--- config.mk ---
export PLATFORM = sky130hd
export DESIGN_NAME = sfx_sequencer
export DESIGN_NICKNAME = d
export VERILOG_FILES = /design/src/rtl/sfx_pkg.sv /design/src/rtl/sfx_voice.sv /design/src/rtl/sfx_sequencer.sv
export SDC_FILE = /design/constraint.sdc
export NUM_CORES = 1
export LEC_CHECK = 0
export ABC_CLOCK_PERIOD_IN_PS = 12950
export CORE_MARGIN = 2
export CORE_UTILIZATION = 30
export CTS_CLUSTER_SIZE = 8
export DETAILED_ROUTE_END_ITERATION = 8
export GPL_ROUTABILITY_DRIVEN = 0
export MAX_ROUTING_LAYER = met4
export PLACE_DENSITY_LB_ADDON = 0.08
export SLEW_MARGIN = 25
export SYNTH_ARGS = -nofsm -noshare
export SYNTH_HDL_FRONTEND = slang
export SYNTH_SLANG_ARGS = --single-unit
--- constraint.sdc ---
create_clock -name clk -period 12.95 [get_ports clk]
set_input_delay 2.59 -clock clk [delete_from_list [all_inputs] [get_ports clk]]
set_output_delay 2.59 -clock clk [all_outputs]
set_load 0.01 [all_outputs]
--- src/rtl/sfx_pkg.sv ---
// Shared types, default sizing and the saturating clip used by the sound-effect sequencer.
package sfx_pkg;

    typedef enum logic [2:0] {
        ST_IDLE,
        ST_WAIT_RDY,
        ST_FETCH,
        ST_MIX,
        ST_WRITE,
        ST_ADVANCE
    } sfx_state_t;

    typedef enum logic [1:0] {
        BOUNCE,
        SCORE,
        LVL
    } voice_id_t;

    localparam int NUM_VOICES     = 3;
    localparam int DEF_SAMPLE_W   = 32;
    localparam int DEF_BOUNCE_LEN = 1024;
    localparam int DEF_SCORE_LEN  = 4096;
    localparam int DEF_LVL_LEN    = 2048;
    localparam int DEF_ROM_LAT    = 2;
    localparam int SAT_W          = 64;

    // Clips a sign-extended sum into the signed range of a width-bit sample (width <= 62).
    function automatic logic signed [SAT_W-1:0] sat_clip(
        input logic signed [SAT_W-1:0] sum,
        input int unsigned             width
    );
        logic signed [SAT_W-1:0] hi;
        logic signed [SAT_W-1:0] lo;
        hi = (64'sd1 <<< (width - 1)) - 64'sd1;
        lo = -hi - 64'sd1;
        if (sum > hi) begin
            return hi;
        end else if (sum < lo) begin
            return lo;
        end
        return sum;
    endfunction

endpackage

--- src/rtl/sfx_voice.sv ---
// One playback voice: address counter, repeat count and active flag for a single sample ROM.
module sfx_voice
    import sfx_pkg::*;
#(
    parameter int LEN = DEF_BOUNCE_LEN
) (
    input  logic                   clk,
    input  logic                   rst,
    input  logic                   start,
    input  logic [1:0]             start_plays,
    input  logic                   advance,
    output logic [$clog2(LEN)-1:0] addr,
    output logic                   active
);

    localparam int AW = $clog2(LEN);
    localparam logic [AW-1:0] LAST = AW'(LEN - 1);

    logic [1:0] plays;

    // A start always wins over the normal step, so a retrigger restarts from address 0.
    always_ff @(posedge clk or negedge rst) begin
        if (!rst) begin
            addr   <= '0;
            active <= 1'b0;
            plays  <= 2'd0;
        end else if (advance) begin
            if (start) begin
                addr   <= '0;
                active <= 1'b1;
                plays  <= start_plays;
            end else if (active) begin
                if (addr == LAST) begin
                    addr  <= '0;
                    plays <= plays - 2'd1;
                    if (plays == 2'd1) begin
                        active <= 1'b0;
                    end
                end else begin
                    addr <= addr + AW'(1);
                end
            end else begin
                addr <= '0;
            end
        end
    end

endmodule

--- src/rtl/sfx_sequencer.sv ---
// Turns game event pulses into ROM playback, mixes the voices with saturation and feeds the codec.
module sfx_sequencer
    import sfx_pkg::*;
#(
    parameter int SAMPLE_W   = DEF_SAMPLE_W,
    parameter int BOUNCE_LEN = DEF_BOUNCE_LEN,
    parameter int SCORE_LEN  = DEF_SCORE_LEN,
    parameter int LVL_LEN    = DEF_LVL_LEN,
    parameter int ROM_LAT    = DEF_ROM_LAT
) (
    input  logic                          clk,
    input  logic                          rst,
    input  logic                          wall_hit,
    input  logic                          paddle_hit,
    input  logic                          point,
    input  logic                          win,
    input  logic                          lvl_up,
    input  logic                          write_ready,
    input  logic [SAMPLE_W-1:0]           bounce_q,
    input  logic [SAMPLE_W-1:0]           score_q,
    input  logic [SAMPLE_W-1:0]           lvl_q,
    output logic [$clog2(BOUNCE_LEN)-1:0] bounce_addr,
    output logic [$clog2(SCORE_LEN)-1:0]  score_addr,
    output logic [$clog2(LVL_LEN)-1:0]    lvl_addr,
    output logic                          write,
    output logic [SAMPLE_W-1:0]           writedata_left,
    output logic [SAMPLE_W-1:0]           writedata_right,
    output logic                          busy
);

    localparam int SUM_W = SAMPLE_W + 2;

    sfx_state_t state;
    sfx_state_t state_next;

    logic [1:0]            lat_cnt;
    logic                  lat_done;
    logic                  pend_bounce;
    logic                  pend_point;
    logic                  pend_win;
    logic                  pend_lvl;
    logic                  trig_bounce;
    logic                  trig_score;
    logic                  trig_win;
    logic                  trig_lvl;
    logic                  is_advance;
    logic [1:0]            score_plays;
    logic [NUM_VOICES-1:0] voice_active;
    logic [NUM_VOICES-1:0] voice_start;
    logic [SAMPLE_W-1:0]   sample_reg;
    logic [SAMPLE_W-1:0]   mix_sat;

    logic signed [SUM_W-1:0] bounce_ext;
    logic signed [SUM_W-1:0] score_ext;
    logic signed [SUM_W-1:0] lvl_ext;
    logic signed [SUM_W-1:0] mix_sum;

    assign lat_done   = (lat_cnt == 2'(ROM_LAT - 1));
    assign is_advance = (state == ST_ADVANCE);

    // Events raised during the ADVANCE cycle itself count immediately.
    assign trig_bounce = pend_bounce | wall_hit | paddle_hit;
    assign trig_win    = pend_win | win;
    assign trig_score  = trig_win | pend_point | point;
    assign trig_lvl    = pend_lvl | lvl_up;
    assign score_plays = trig_win ? 2'd2 : 2'd1;

    assign voice_start[BOUNCE] = is_advance & trig_bounce;
    assign voice_start[SCORE]  = is_advance & trig_score;
    assign voice_start[LVL]    = is_advance & trig_lvl;

    sfx_voice #(.LEN(BOUNCE_LEN)) u_bounce (
        .clk        (clk),
        .rst        (rst),
        .start      (voice_start[BOUNCE]),
        .start_plays(2'd1),
        .advance    (is_advance),
        .addr       (bounce_addr),
        .active     (voice_active[BOUNCE])
    );

    sfx_voice #(.LEN(SCORE_LEN)) u_score (
        .clk        (clk),
        .rst        (rst),
        .start      (voice_start[SCORE]),
        .start_plays(score_plays),
        .advance    (is_advance),
        .addr       (score_addr),
        .active     (voice_active[SCORE])
    );

    sfx_voice #(.LEN(LVL_LEN)) u_lvl (
        .clk        (clk),
        .rst        (rst),
        .start      (voice_start[LVL]),
        .start_plays(2'd1),
        .advance    (is_advance),
        .addr       (lvl_addr),
        .active     (voice_active[LVL])
    );

    always_ff @(posedge clk or negedge rst) begin
        if (!rst) begin
            state <= ST_IDLE;
        end else begin
            state <= state_next;
        end
    end

    always_comb begin
        state_next = state;
        case (state)
            ST_IDLE:     state_next = ST_WAIT_RDY;
            ST_WAIT_RDY: if (write_ready) state_next = ST_FETCH;
            ST_FETCH:    if (lat_done) state_next = ST_MIX;
            ST_MIX:      state_next = ST_WRITE;
            ST_WRITE:    if (write_ready) state_next = ST_ADVANCE;
            ST_ADVANCE:  state_next = ST_WAIT_RDY;
            default:     state_next = ST_IDLE;
        endcase
    end

    always_comb begin
        write = (state == ST_WRITE) && write_ready;
    end

    assign bounce_ext = {{2{bounce_q[SAMPLE_W-1]}}, bounce_q};
    assign score_ext  = {{2{score_q[SAMPLE_W-1]}}, score_q};
    assign lvl_ext    = {{2{lvl_q[SAMPLE_W-1]}}, lvl_q};

    always_comb begin
        mix_sum = '0;
        if (voice_active[BOUNCE]) mix_sum = mix_sum + bounce_ext;
        if (voice_active[SCORE])  mix_sum = mix_sum + score_ext;
        if (voice_active[LVL])    mix_sum = mix_sum + lvl_ext;
        mix_sat = SAMPLE_W'(sat_clip(SAT_W'(mix_sum), SAMPLE_W));
    end

    // FETCH holds the addresses for ROM_LAT clocks; the counter restarts outside FETCH.
    always_ff @(posedge clk or negedge rst) begin
        if (!rst) begin
            lat_cnt    <= 2'd0;
            sample_reg <= '0;
        end else begin
            lat_cnt <= (state == ST_FETCH) ? lat_cnt + 2'd1 : 2'd0;
            if (state == ST_MIX) begin
                sample_reg <= mix_sat;
            end
        end
    end

    always_ff @(posedge clk or negedge rst) begin
        if (!rst) begin
            pend_bounce <= 1'b0;
            pend_point  <= 1'b0;
            pend_win    <= 1'b0;
            pend_lvl    <= 1'b0;
        end else if (is_advance) begin
            pend_bounce <= 1'b0;
            pend_point  <= 1'b0;
            pend_win    <= 1'b0;
            pend_lvl    <= 1'b0;
        end else begin
            pend_bounce <= trig_bounce;
            pend_point  <= pend_point | point;
            pend_win    <= trig_win;
            pend_lvl    <= trig_lvl;
        end
    end

    assign writedata_left  = sample_reg;
    assign writedata_right = sample_reg;
    assign busy            = |voice_active;

endmodule

After elaboration in Yosys (flattened, before gate mapping)
Index checks and enable logic that the tools add are counted.
- flip-flop bits (word level): 83
- output and inout port bits: 99
- add/subtract/negate cells: 9
- $lt $le $gt $ge: 2
- equal/unequal tests: 15
- mux-type cells: 48
- bitwise operators: 10
- reductions and logical operators: 14
- operator list (kind ; count):
    two-way mux 34 bit ; 3
    two-way mux 32 bit ; 3
    adder 34 x 32 -> 34 bit ; 2
    two-way mux 12 bit ; 3
    greater-than comparator 34 x 32 -> 1 bit, second input constant ; 1
    < comparator 34 x 32 -> 1 bit, second input constant ; 1
    two-way mux 11 bit ; 3
    two-way mux 10 bit ; 3
    two-way mux 2 bit ; 11
    two-way mux 1 bit ; 18
    one-hot mux 3 bit (5 select lines) ; 1
    adder 12 x 1 -> 12 bit, second input constant ; 1
    == test 12 bit, second input constant ; 1
    AND reduction 3 bit ; 4
    nonzero test 2 bit ; 6
    adder 11 x 1 -> 11 bit, second input constant ; 1
    == test 11 bit, second input constant ; 1
    adder 10 x 1 -> 10 bit, second input constant ; 1
    == test 10 bit, second input constant ; 1
    two-way mux 3 bit ; 3
    == test 2 x 1 -> 1 bit, second input constant ; 4
    bitwise OR 1 bit ; 7
    == test 3 x 2 -> 1 bit, second input constant ; 2
    == test 3 bit, second input constant ; 2
    other kinds (9) ; 15

Longest topological paths before layout
- word-level depth: 9
- depth in mapped cells: 30
- gate-level depth less buffers: 25

Cells and area by module
A second synthesis with hierarchy kept.
- cells, all modules: 1087
- area, all modules: 8549.4 µm²
- modules (own cells, without submodules) (module ; instances ; cells each ; area each (µm²) ; seq. area each (µm²)):
    sfx_sequencer ; 1 ; 830 ; 6179.7 ; 1026.0
    sfx_voice (u_score) ; 1 ; 100 ; 877.1 ; 375.4
    sfx_voice (u_lvl) ; 1 ; 78 ; 757.0 ; 350.3
    sfx_voice (u_bounce) ; 1 ; 79 ; 735.7 ; 325.3

Worst setup path after synthesis
Ideal clock, no wire load.
- path kind: input-to-reg
- start: in bounce_q[0]
- end: reg sample_reg[29], in the netlist writedata_left[29]
- data arrival time: 6.881 ns
- required time: 12.822 ns
- path slack: 5.941 ns
- stages on the path: 23
- path buffers: 1
- cell sequence: nand2_1 > inv_1 > ha_1 > inv_1 > fa_1 > nor2b_1 > a211o_1 > a31o_1 > o21bai_2 > o21ai_2 > a21boi_0 > and3_1 > or3_1 > ha_1 > and2_1 > and3_1 > a221o_1 > nand2b_1 > a211oi_1 > o211ai_1 > a21oi_2 > buf_2 > o22ai_1
- longest elaborated chain between the ends: 9
- ends and longest elaborated chain (what ; line ; RTL):
    from (decl) ; sfx_sequencer.sv:19 ; input logic [SAMPLE_W-1:0] bounce_q,
    two-way mux 34 bit (*) ; sfx_sequencer.sv:133 ; if (voice_active[BOUNCE]) mix_sum = mix_sum + bounce_ext;
    adder 34 x 32 -> 34 bit ; sfx_sequencer.sv:134 ; if (voice_active[SCORE]) mix_sum = mix_sum + score_ext;
    two-way mux 34 bit (*) ; sfx_sequencer.sv:134 ;
    adder 34 x 32 -> 34 bit ; sfx_sequencer.sv:135 ; if (voice_active[LVL]) mix_sum = mix_sum + lvl_ext;
    two-way mux 34 bit (*) ; sfx_sequencer.sv:135 ;
    < comparator 34 x 32 -> 1 bit ; sfx_pkg.sv:38 ; end else if (sum < lo) begin
    two-way mux 1 bit ; sfx_pkg.sv:38 ;
    two-way mux 1 bit ; sfx_pkg.sv:36 ; if (sum > hi) begin
    two-way mux 32 bit (*) ; sfx_pkg.sv:41 ; return sum;
    to (signal assigned) ; sfx_sequencer.sv:147 ; sample_reg <= mix_sat;
    to (decl) ; sfx_sequencer.sv:50 ; logic [SAMPLE_W-1:0] sample_reg;
Mark *: on every way between the ends. The rest lies on a longest branch, timed or not.
A chain may end at the register's enable or synchronous reset.

Final worst setup path
- start: in bounce_q[0]
- end: reg sample_reg[27], in the netlist writedata_left[27]
Same word-level chain as after synthesis.

==> reports/results.ini <==
[setup_path]
worst-path-max-fanout = 30
worst_path_max_delay_cell = a211oi_1
cp_num_cells = 25
crit_start = bounce_q[0]
cp.arrival_ns = 8.38
cpMostUsedCell = inv_1
worst-r2r-setup-slack_ns = 6.23
cp_top_family = compound AO/OA/AOI/OAI gates
reg2reg_from = u_bounce.active$_DFFE_PN0P_
crit_required_ns = 13.17
max_stage_delay_ns = 0.46
cp-start-kind = input port
rr_worst_depth = 25
critPathKind = in -> reg
path_buf_inv = 5
worstSetupEndpointType = flip-flop

[clock_tree]
cts-root-buf = clkbuf_16
cts_tree = built
cts_buffers = 9
cts_max_path_buffers = 2
post_cts_resized = 0
cts_setup_buffers = 0
cts_max_level = 3
cts_sinks = 83
insertion_delay_ns = 0.36
clkTransAtPathRegs_ns = 0.07
hold_buffers = 0

[pwr]
power_mw = 1.66
peakVddDrop_uv = 63.0
powerDensity_nw_per_um2 = 148
p_leak_nw = 4.80

[floorplan]
design.core.area_sq_um = 28800
die_height_um = 175
rows = 62
ios = 203
die-area_sq_um = 30800
die_width_um = 175
start_util_pct = 30.6

[placement]
dp.cells = 1653
dp_hpwl_um = 22900
portBuffers = 202
dpl_worst_slack_ns = 4.42

[synth]
syn_nets = 1320
async_reset_ff_share_pct = 100
ys_warn_count = 0
synth-seq-area-share_pct = 23.6
synth_cell_types = 78
synth_area_sq_um = 8810
ys_dominant_reg_cell = dfrtp_1
netlist_instances = 1145
ys_seq_elements = 83
avgSynthCellArea_sq_um = 7.70
synth_edf_count = 0

[timing]
worstMarginPinSlew_ns = 0.796
setup_ws_ns = 4.79
whs_ns = 0.438
period_share_pct = 63.0
fin_worst_skew_ns = 0.0132
slew_headroom_pct = 46.5
layout_min_cycle_time_ns = 8.16
setup-tns-final_ns = 0
rsz0062_at_grt = false
drv_slew = 0
finalHoldViolCount = 0
clock.fmax_ghz = 0.123
setup_viol = 0

[min_path]
min_path_cells = 1
hold_class = reg -> reg
hold_path.startpoint = lat_cnt[0]$_DFF_PN0_

[global_route]
grt_pass1_wl_um = 47100
first_global_vias = 8632
overflow = 0
grt_usage_pct = 19.9
grt_max_degree = 70
antenna_found_initial = 1

[route]
wl_um = 30100
wire_per_inst_um = 18.0
antenna_left = 0
vias = 8694
drt_iter0_markers = 464
drcViolationCount = 0
viasPerCell = 5.21
drt_first_pass_iters = 5

[run]
max_cap_viol_count = 0

[finish]
final_nets = 1455
final_cells = 1670
drive_gt1_share_pct = 4.82
area_delta_synth_final_pct = 27.4
multi_input_area_sq_um = 6120
final-seq-area_sq_um = 2080
filler_cell_count = 2983

[outcome]
status = finished clean

## power breakdown
group          total [mW]  leakage (nW)  internal [mW]  switching (mW)
Combinational       0.979          3.66          0.471           0.508
Clock               0.279         0.144          0.152           0.127
Sequential          0.407         0.995          0.335          0.0715
## worst reg2reg max path: stages (launching register included)
cell and delay (ns):
dfrtp_1 0.78, buf_4 0.42, nand2_1 0.11, inv_1 0.07
ha_1 0.16, inv_1 0.05, fa_1 0.41, nor2b_1 0.20
a211o_1 0.18, a31o_1 0.25, o21bai_2 0.10, o21ai_2 0.33
a21boi_0 0.18, and3_1 0.22, or3_1 0.31, ha_1 0.38
and2_1 0.28, and3_1 0.24, inv_1 0.05, a2111o_1 0.31
nor4b_1 0.15, a211oi_1 0.46, o211ai_1 0.20, a21oi_2 0.19
buf_4 0.41, o22ai_1 0.16
## metrics by stage
stage / instance area [sq um] / utilization (%)
3_5_place_dp: 10900 / 38.0
3_3_place_gp: 10900 / 38.0
6_report: 11200 / 39.0
5_1_grt: 11200 / 39.0
2_1_floorplan: 8810 / -
4_1_cts: 11200 / 39.0
## cell usage after synthesis (23+ instances only)
cell type | number | area, sq um
nand3_1 | 25 | 125
a21oi_1 | 101 | 505
nand2_1 | 142 | 533
buf_4 | 32 | 240
and2_1 | 23 | 144
a21o_1 | 42 | 315
xor2_1 | 30 | 263
dfrtp_1 | 83 | 2080
clkbuf_1 | 38 | 143
ha_1 | 69 | 863
inv_1 | 43 | 161
o21ai_0 | 75 | 375
xnor2_1 | 32 | 280
o221ai_1 | 29 | 254
and3_1 | 30 | 188
nor2_1 | 90 | 338
## worst paths after layout
check                                                  to
max in group asynchronous      u_score.active$_DFFE_PN0P_
setup / recovery           writedata_left[27]$_DFFE_PN0N_
hold / removal                       lat_cnt[0]$_DFF_PN0_
setup reg to reg           writedata_left[27]$_DFFE_PN0N_
hold reg to reg                      lat_cnt[0]$_DFF_PN0_
min in group asynchronous   writedata_left[5]$_DFFE_PN0N_
## cells in the final DEF (no fill, tap or decap), drive strengths merged, types with 21 or more instances in the layout
master,netlist,routed
a21oi,104,104
clkdlybuf4s50,0,201
nor3,21,21
dfrtp,83,83
nand2,142,142
ha,69,69
xor2,30,30
a21o,42,42
nand3,25,25
inv,43,45
and2,23,23
o221ai,29,29
o21ai,84,84
nor2,90,90
xnor2,33,33
and3,30,30
## area by class of cell
cell class / instances / share of cell area, %
sequential: 83 / 18.5
inverter: 43 / 1.44
clock buffer: 10 / 2.04
antenna: 1 / 0.0223
multi-input combinational: 932 / 54.5
timing repair buffer: 211 / 18.6
tap: 384 / 4.28
clock inverter: 6 / 0.646
## registers in the layout, summed over array words and instances, names as in the netlist
name / flops
u_score.active: 1
u_lvl.plays: 2
u_bounce.addr: 10
pend_point: 1
pend_lvl: 1
u_bounce.plays: 2
lat_cnt: 2
writedata_left: 32
pend_bounce: 1
state: 3
pend_win: 1
u_score.addr: 12
u_bounce.active: 1
u_lvl.addr: 11
u_lvl.active: 1
u_score.plays: 2
## layer usage
| layer | global-route usage, % | wire, um | vias up |
|---|---|---|---|
| li1 | - | - | 4375 |
| met1 | 25.8 | 14200 | 4088 |
| met2 | 32.1 | 13800 | 208 |
| met3 | 3.42 | 1440 | 23 |
| met4 | 5.03 | 575 | 0 |
| met5 | - | 0 | - |
## cell families (layout without fill, tap and decap cells)
group,count (synthesis),in the layout,synth area share (%)
adders and majority gates,74,74,10.6
buffers and inverters,130,270,7.09
xor gates and xnor gates,63,63,6.48
and+or+nand+nor,409,409,22.3
other,0,1,0
DFF,83,83,23.6
muxes,26,26,3.28
AOI/OAI and AO/OA,360,360,26.7
(Power assumes the default switching activity.)
